===== src/rtl/clause_seq_pkg.sv =====
// Shared state encoding and default sizing for the clause-check sequencer.
package clause_seq_pkg;

  localparam int CLAUSE_IDX_W = 2;
  localparam int N = 2**CLAUSE_IDX_W;

  typedef enum logic [2:0] {
    IDLE        = 3'd0,
    LOAD        = 3'd1,
    CHECK_ISSUE = 3'd2,
    CHECK_WAIT  = 3'd3,
    DECIDE      = 3'd4,
    MOVE        = 3'd5,
    DONE        = 3'd6
  } state_t;

endpackage


===== src/rtl/ready_collector.sv =====
// Sticky OR of per-clause checker ready flags; all_ready also counts flags
// arriving in the current cycle so a last-cycle pulse completes the set.
module ready_collector
  import clause_seq_pkg::*;
#(
  parameter int WIDTH = N
) (
  input  logic             clk,
  input  logic             rst_n,
  input  logic             clear,
  input  logic             collect,
  input  logic [WIDTH-1:0] ready,
  output logic             all_ready
);

  logic [WIDTH-1:0] sticky_q;

  always_ff @(posedge clk or negedge rst_n) begin
    if (!rst_n) begin
      sticky_q <= '0;
    end else if (clear) begin
      sticky_q <= '0;
    end else if (collect) begin
      sticky_q <= sticky_q | ready;
    end
  end

  assign all_ready = &(sticky_q | ready);

endmodule


===== src/rtl/clause_check_sequencer.sv =====
// Load / check / move controller for the unsatisfied-clause checker datapath.
// Optional CHECK_WAIT watchdog enabled by CLAUSE_SEQ_CHECK_TIMEOUT_EN.
module clause_check_sequencer
  import clause_seq_pkg::*;
#(
  parameter int MAXIMUM_BIT_WIDTH_OF_CLAUSES_INDEX = CLAUSE_IDX_W,
  parameter int MAXIMUM_BIT_WIDTH_OF_ITERATIONS    = 8,
  parameter int CHECK_TIMEOUT_CYCLES               = 64
) (
  input  logic                                          in_clk,
  input  logic                                          in_reset,
  input  logic                                          in_start,
  input  logic                                          in_reload,
  input  logic [MAXIMUM_BIT_WIDTH_OF_ITERATIONS-1:0]    in_max_iterations,
  input  logic                                          in_load_valid,
  output logic                                          out_load_ready,
  output logic                                          out_load_write,
  output logic [MAXIMUM_BIT_WIDTH_OF_CLAUSES_INDEX-1:0] out_clause_index,
  output logic [2**MAXIMUM_BIT_WIDTH_OF_CLAUSES_INDEX-1:0] out_checker_enable,
  input  logic [2**MAXIMUM_BIT_WIDTH_OF_CLAUSES_INDEX-1:0] in_checker_ready,
  input  logic                                          in_satisfied,
  output logic                                          out_move_valid,
  input  logic                                          in_move_ready,
  output logic [MAXIMUM_BIT_WIDTH_OF_ITERATIONS-1:0]    out_iteration_count,
  output logic                                          out_busy,
  output logic                                          out_done,
  output logic                                          out_solved,
  output logic                                          out_error
);

  localparam int IW  = MAXIMUM_BIT_WIDTH_OF_CLAUSES_INDEX;
  localparam int NC  = 2**IW;
  localparam int ITW = MAXIMUM_BIT_WIDTH_OF_ITERATIONS;
  localparam logic [IW-1:0] LAST_IDX = '1;

  state_t          state_q, state_d;
  logic [IW-1:0]   clause_idx_q;
  logic [ITW-1:0]  iter_q;
  logic            sat_q;
  logic            solved_q;
  logic            load_ready;
  logic [NC-1:0]   checker_en;
  logic            move_valid;
  logic            sticky_clear;
  logic            collect;
  logic            all_ready;
  logic            timeout_hit;
  logic            budget_spent;

  ready_collector #(.WIDTH(NC)) u_ready_collector (
    .clk       (in_clk),
    .rst_n     (in_reset),
    .clear     (sticky_clear),
    .collect   (collect),
    .ready     (in_checker_ready),
    .all_ready (all_ready)
  );

  // A zero budget means unlimited; a saturated counter then never matches.
  assign budget_spent = (in_max_iterations != '0) && (iter_q == in_max_iterations);

  always_comb begin
    state_d      = state_q;
    load_ready   = 1'b0;
    checker_en   = '0;
    move_valid   = 1'b0;
    sticky_clear = 1'b0;
    collect      = 1'b0;
    case (state_q)
      IDLE: begin
        if (in_start) state_d = LOAD;
      end
      LOAD: begin
        load_ready = 1'b1;
        if (in_load_valid && (clause_idx_q == LAST_IDX)) state_d = CHECK_ISSUE;
      end
      CHECK_ISSUE: begin
        checker_en   = '1;
        sticky_clear = 1'b1;
        state_d      = CHECK_WAIT;
      end
      CHECK_WAIT: begin
        collect = 1'b1;
        if (all_ready) state_d = DECIDE;
        else if (timeout_hit) state_d = DONE;
      end
      DECIDE: begin
        state_d = (sat_q || budget_spent) ? DONE : MOVE;
      end
      MOVE: begin
        move_valid = 1'b1;
        if (in_move_ready) state_d = CHECK_ISSUE;
      end
      DONE: begin
        if (in_start) state_d = in_reload ? LOAD : CHECK_ISSUE;
      end
      default: state_d = IDLE;
    endcase
  end

  always_ff @(posedge in_clk or negedge in_reset) begin
    if (!in_reset) begin
      state_q      <= IDLE;
      clause_idx_q <= '0;
      iter_q       <= '0;
      sat_q        <= 1'b0;
      solved_q     <= 1'b0;
    end else begin
      state_q <= state_d;
      case (state_q)
        IDLE: begin
          if (in_start) begin
            clause_idx_q <= '0;
            iter_q       <= '0;
          end
        end
        LOAD: begin
          if (in_load_valid) clause_idx_q <= clause_idx_q + IW'(1);
        end
        CHECK_WAIT: begin
          if (all_ready) sat_q <= in_satisfied;
        end
        DECIDE: begin
          if (sat_q) solved_q <= 1'b1;
        end
        MOVE: begin
          if (in_move_ready && (iter_q != '1)) iter_q <= iter_q + ITW'(1);
        end
        DONE: begin
          if (in_start) begin
            clause_idx_q <= '0;
            iter_q       <= '0;
            solved_q     <= 1'b0;
          end
        end
        default: ;
      endcase
    end
  end

`ifdef CLAUSE_SEQ_CHECK_TIMEOUT_EN
  localparam int WD_W = $clog2(CHECK_TIMEOUT_CYCLES + 1);

  logic [WD_W-1:0] wd_q;
  logic            error_q;

  // Fires on the last permitted CHECK_WAIT cycle; a completing ready wins.
  assign timeout_hit = (state_q == CHECK_WAIT) &&
                       (wd_q == WD_W'(CHECK_TIMEOUT_CYCLES - 1));

  always_ff @(posedge in_clk or negedge in_reset) begin
    if (!in_reset) begin
      wd_q    <= '0;
      error_q <= 1'b0;
    end else begin
      if (state_q == CHECK_ISSUE) wd_q <= '0;
      else if (state_q == CHECK_WAIT) wd_q <= wd_q + WD_W'(1);
      if (timeout_hit && !all_ready) error_q <= 1'b1;
      else if ((state_q == DONE) && in_start) error_q <= 1'b0;
    end
  end

  assign out_error = error_q;
`else
  logic unused_timeout_cfg;
  assign unused_timeout_cfg = (CHECK_TIMEOUT_CYCLES != 0);
  assign timeout_hit        = 1'b0;
  assign out_error          = 1'b0;
`endif

  assign out_load_ready      = load_ready;
  assign out_load_write      = in_load_valid & load_ready;
  assign out_clause_index    = clause_idx_q;
  assign out_checker_enable  = checker_en;
  assign out_move_valid      = move_valid;
  assign out_iteration_count = iter_q;
  assign out_busy            = (state_q != IDLE) && (state_q != DONE);
  assign out_done            = (state_q == DONE);
  assign out_solved          = solved_q;

endmodule

===== config.mk =====
export PLATFORM = sky130hd
export DESIGN_NAME = clause_check_sequencer
export DESIGN_NICKNAME = d
export VERILOG_FILES = /design/src/rtl/clause_seq_pkg.sv /design/src/rtl/ready_collector.sv /design/src/rtl/clause_check_sequencer.sv
export SDC_FILE = /design/constraint.sdc
export NUM_CORES = 1
export LEC_CHECK = 0
export CAP_MARGIN = 5
export CORE_MARGIN = 1.5
export CORE_UTILIZATION = 45
export CTS_CLUSTER_DIAMETER = 40
export CTS_CLUSTER_SIZE = 30
export DETAILED_ROUTE_END_ITERATION = 12
export HOLD_SLACK_MARGIN = 0.03
export PLACE_DENSITY = 0.88
export SLEW_MARGIN = 10
export SYNTH_ARGS = -nofsm -noshare
export SYNTH_HDL_FRONTEND = slang
export SYNTH_SLANG_ARGS = --single-unit

===== constraint.sdc =====
create_clock -name in_clk -period 2.4 [get_ports in_clk]
set_input_delay 0.24 -clock in_clk [delete_from_list [all_inputs] [get_ports in_clk]]
set_output_delay 0.24 -clock in_clk [all_outputs]
set_load 0.02 [all_outputs]

; ---- Word-level counts from Yosys, hierarchy flattened
; Cells that the tools add are included.
[word_totals]
reg_bits = 19
inputBits = 19
out_inout_bits = 21
word_cells = 72
[classes]
addsub = 2
n_eq_ne = 19
mux = 24
n_bitwise = 2
n_reduce_logical = 19
[ops]
columns = op, n
row1 = 3-bit one-hot mux with 7 select lines, 1
row2 = 8-bit 2-to-1 mux, 2
row3 = "2-bit inequality test, second input constant", 8
row4 = 8-bit one-hot mux with 2 select lines, 1
row5 = 3-bit 2-to-1 mux, 5
row6 = 4-bit 2-to-1 mux, 3
row7 = 5-bit AND reduction, 2
row8 = "3-bit == test, second input constant", 3
row9 = 3-bit AND reduction, 3
row10 = "8-bit by 1-bit adder with 8-bit output, second input constant", 1
row11 = 8-bit == test, 1
row12 = 2-bit 2-to-1 mux, 4
row13 = "8-bit inequality test, second input constant", 1
row14 = 2-bit nonzero test, 4
row15 = 8-bit nonzero test, 1
row16 = "3-bit by 2-bit == test with 1-bit output, second input constant", 2
row17 = 1-bit 2-to-1 mux, 6
row18 = 1-bit logical AND, 4
row19 = 4-bit OR, 1
row20 = 2-bit one-hot mux with 2 select lines, 1
row21 = 4-bit AND reduction, 1
row22 = "3-bit by 1-bit == test with 1-bit output, second input constant", 1
row23 = 3-bit zero test, 1
row24 = "3-bit inequality test, second input constant", 1
row25 = 8 further kinds, 8

; ---- Depth between registers and ports, before layout
[logic_depth]
depth_word = 5
depth_mapped = 7
ltp_nobuf = 5

; ---- By module
; A second synthesis with hierarchy kept.
[hier_totals]
cells_unflattened = 146
hier_area_um2 = 1406.3
[by_module_without_submodules]
columns = module, n_inst, cells_per_inst, area_each_um2, seq_area_each_um2
row1 = clause_check_sequencer, 1, 131, 1255.0, 375.4
row2 = ready_collector, 1, 15, 151.4, 100.1

; ---- Worst setup path after synthesis
; OpenSTA, ideal clock, no wires.
[synth_timing]
path_type = flip-flop to flip-flop
startpoint = reg state_q[2]
endpoint = reg clause_idx_q[0], in the netlist out_clause_index[0]
setup_time_ns = 0.082
arrival_ns = 1.770
required_time_ns = 2.318
path_slack_ns = 0.548
stages_incl_launch_ff = 6
path_buffers = 1
period_less_slack_ns = 1.852
path_cell_list = dfrtp_1 > clkbuf_1 > nor3b_1 > and2_1 > nor2_1 > a31oi_1
[synth_between]
elab_chain_cells = 4
elab_cells_between_ends = 9
classes_between = eq/ne (4) / mux (1) / reduce/logical (4)
[synth_rtl]
columns = item, line_no
row1 = start: declaration, clause_check_sequencer.sv:36  ; state_t state_q, state_d;
row2 = start signal: assignment, clause_check_sequencer.sv:109  ; state_q <= state_d;
row3 = 3-bit == test / 3-bit zero test (equally long branches), clause_check_sequencer.sv:110  ; case (state_q)
row4 = 2-bit OR reduction (no line), n/a
row5 = 2-bit by 1-bit inequality test with 1-bit output (no line) / 2-bit nonzero test (equally long branches), n/a
row6 = 3-bit AND reduction (no line), n/a
row7 = end signal: assignment, clause_check_sequencer.sv:118  ; if (in_load_valid) clause_idx_q <= clause_idx_q + IW'(1);
row8 = end: declaration, clause_check_sequencer.sv:37  ; logic [IW-1:0] clause_idx_q;
; Several ways; a longest one is shown, not always the timed one.
; A chain may end at the register's enable or synchronous reset.

; ---- Worst setup path in the final report
[layout_timing]
startpoint = reg state_q[1]
endpoint = out out_busy
[layout_between]
elab_chain_cells = 2
elab_cells_between_ends = 3
classes_between = eq/ne (1) / reduce/logical (2)
[layout_rtl]
columns = item, line_no
row1 = 3-bit inequality test / 3-bit nonzero test (equally long branches), clause_check_sequencer.sv:177  ; assign out_busy = (state_q != IDLE) && (state_q != DONE);
row2 = 1-bit logical AND (*), clause_check_sequencer.sv:177
row3 = end: declaration, clause_check_sequencer.sv:25  ; output logic out_busy,
; Mark *: on every way between the ends. The rest lies on a longest branch, timed or not.

==> metrics.yaml <==
grt:
  gr-usage-all-layers_pct: 21.27
  first_global_vias: 1066
  grt-ovfl-total: 0
  grt_pass1_wl_mm: 5.257
  antenna_found_initial: 0
  grt_max_degree: 20
synth:
  synth.avg_cell_area_sq_um: 8.776
  ys_ff_latch: 19
  synth_edf_count: 0
  ys.flop_type: "dfrtp_1"
  syn_nets: 162
  syn_area_sq_um: 1237
  ys_warn_count: 0
  yosysUniqueCellTypes: 42
  async_flop_share_pct: 100.0
  synth-seq-area-share_pct: 38.42
  synthCells: 141
sta:
  fmax_mhz: 452.4
  tightest_slew_ps: 849.1
  slew_viol_final: 0
  fin_skew_ps: 2.129
  final.setup.worst_slack_ps: 189.6
  min_period_ps: 2210
  rsz0062_at_grt: "false"
  setup_viol: 0
  relSlewSlack_pct: 43.21
  period_share_pct: 92.10
  setup_tns_ps: 0
  hold_viol_final: 0
worst_setup_path:
  crit_path_start_kind: "flip-flop"
  end_kind: "output pin"
  worstSetupPathType: "reg2out"
  worst_ep_required_time_ps: 2160
  cp.arrival_ps: 1970
  critPathMaxFanout: 13
finish:
  nets: 196
  fin_cells: 204
  register_area_sq_um: 479.2
  final_util_pct: 64.11
  final_area_sq_um: 1632
  multi_input_area_sq_um: 659.4
  area_growth_pct: 31.85
  drive_above_1_share_pct: 8.046
  diodes: 0
  final_common_cell: "clkdlybuf4s50_1"
  fillers: 218
  final_cell_mix: "38 x clkdlybuf4s50_1, 16 x dfrtp_1, 15 x nand2_1, 11 x a21oi_1, 9 x a31oi_1"
placement:
  dp.cells: 200
  dp_hpwl_mm: 2.347
  pre_cts_slack_ps: 460.3
  dpl_cell_area_sq_um: 1602
  globalplace.congestion: 0.8360
  io_buffer_count: 38
run:
  maxCapViolCount: 0
drt:
  dr_total_vias: 1190
  wl_per_cell_um: 15.33
  avgViaCountPerCell: 5.833
  wl_mm: 3.128
  route.detailed.drc: 0
  firstDrtPassIters: 5
  drt_iter0_drc: 43
  postRouteAntennaNets: 0
power_and_ir_drop:
  clockPowerShare_pct: 10.5
  ir_drop_v: 0.0008640
  swShare_pct: 44.14
  cellInternalPower_mw: 0.8731
  seq_power_share_pct: 36.1
  powerDensity_nw_per_um2: 957.9
  combPwrFrac_pct: 53.4
  total_leakage_power_nw: 0.6972
  p_sw_mw: 0.6898
clock_network:
  htreeDepth: 1
  root_buffer: "clkbuf_4"
  cts_buffers: 3
  cts_tree: "yes"
  clock_sinks: 19
  clkSlewWorstSetupHoldPaths_ps: 100
  hold_buffers: 0
  clockBufferDepth: 2
  cts_setup_buffers: 0
  insertion_delay_ps: 300
  ctsResizeCount: 0
floorplanning:
  dieArea_sq_um: 3074
  fp.dieH_um: 55.44
  start_util_pct: 48.62
  rows: 18
  coreArea_sq_um: 2545
  die_x_um: 55.44
  io_pins: 40
hold_path:
  hold_class: "in2async"
status:
  status: "finished, final reports clean"
==> final cells by class <==
class,count,share of cell area (%)
sequential,19,29.37
inverter,7,1.610
clock buffer,4,1.610
tap,30,2.301
timing repair buffer,41,24.69
multi-input combinational,103,40.41
==> power groups by stage <==
| stage | clock network [mW] | registers [mW] | logic (mW) |
|---|---|---|---|
| 2_1_floorplan | 0 | 0.537 | 0.556 |
| 4_1_cts | 0.165 | 0.555 | 0.830 |
| 5_1_grt | 0.178 | 0.580 | 0.908 |
| 6_report | 0.164 | 0.564 | 0.834 |
| 3_5_place_dp | 0 | 0.560 | 0.824 |
| 3_3_place_gp | 0 | 0.550 | 0.802 |
==> metrics by stage <==
step / power, mW / hold WS (ps)
floorplan: 1.093 / -55.59
global placement: 1.352 / 478.2
detailed placement: 1.383 / 489.4
CTS: 1.550 / 437.8
global route: 1.666 / 482.4
finish: 1.563 / 409.7
==> worst max-delay path, cell delays in order (launching register included) <==
cell and delay, ps:
dfrtp_2 510, xor2_2 350, nand2b_1 190, clkdlybuf4s50_1 610
==> final timing paths <==
path                                               start                            end  slack [ps]  depth (start not counted)
min in group in_clk        u_ready_collector.sticky_q[0]  u_ready_collector.sticky_q[0]         510                          2
setup / recovery                              state_q[1]                       out_busy         190                          3
setup reg to reg                              state_q[1]         out_iteration_count[1]         630                          4
hold reg to reg            u_ready_collector.sticky_q[0]  u_ready_collector.sticky_q[0]         510                          2
hold / removal                                  in_reset         out_iteration_count[0]         410                          1
max in group asynchronous                       in_reset                     state_q[0]        1410                          1
==> logic make-up (layout without fill, tap and decap cells) <==
family | after synthesis | in the layout | synth area share (%)
buf+inv | 19 | 52 | 8.291
other cells | 1 | 1 | 0.3030
mux | 2 | 2 | 1.719
xor+xnor | 9 | 9 | 6.977
flops | 19 | 19 | 38.42
simple gates | 46 | 46 | 18.81
compound gates | 43 | 43 | 23.46
fa+ha+maj | 2 | 2 | 2.022
==> synthesized netlist by cell type, drive strengths merged, types with 2 or more instances <==
library cell	count	area share [%]
nand2	15	4.5
nand3	4	1.6
inv	7	2.1
nand2b	3	1.5
dfrtp	19	38
o22ai	3	1.5
buf	10	5.6
clkbuf	2	0.61
a21oi	11	4.4
a41oi	2	1.4
nor3	2	0.81
a211oi	2	1.2
o21ai	6	2.4
o21bai	2	1.2
and3	4	2.0
ha	2	2.0
or3	2	1.0
nor2	6	1.8
nor2b	2	1.0
xor2	9	7.0
a31oi	9	4.5
nor4	4	2.0
==> registers in the layout, indices dropped and copies added (netlist names) <==
register,cells
u_ready_collector.sticky_q,4
state_q,3
out_solved,1
out_iteration_count,8
out_clause_index,2
sat_q,1
==> per-layer routing <==
layer	vias up	wire (um)	track usage (%)	share of wire, %
li1	573	-	-	-
met1	556	1336	29.64	43
met2	56	1538	33.67	49
met3	5	196	1.405	6.3
met4	0	56	10.10	1.8
met5	-	0	0	0
Note: power is estimated with default switching activity, not from simulation.
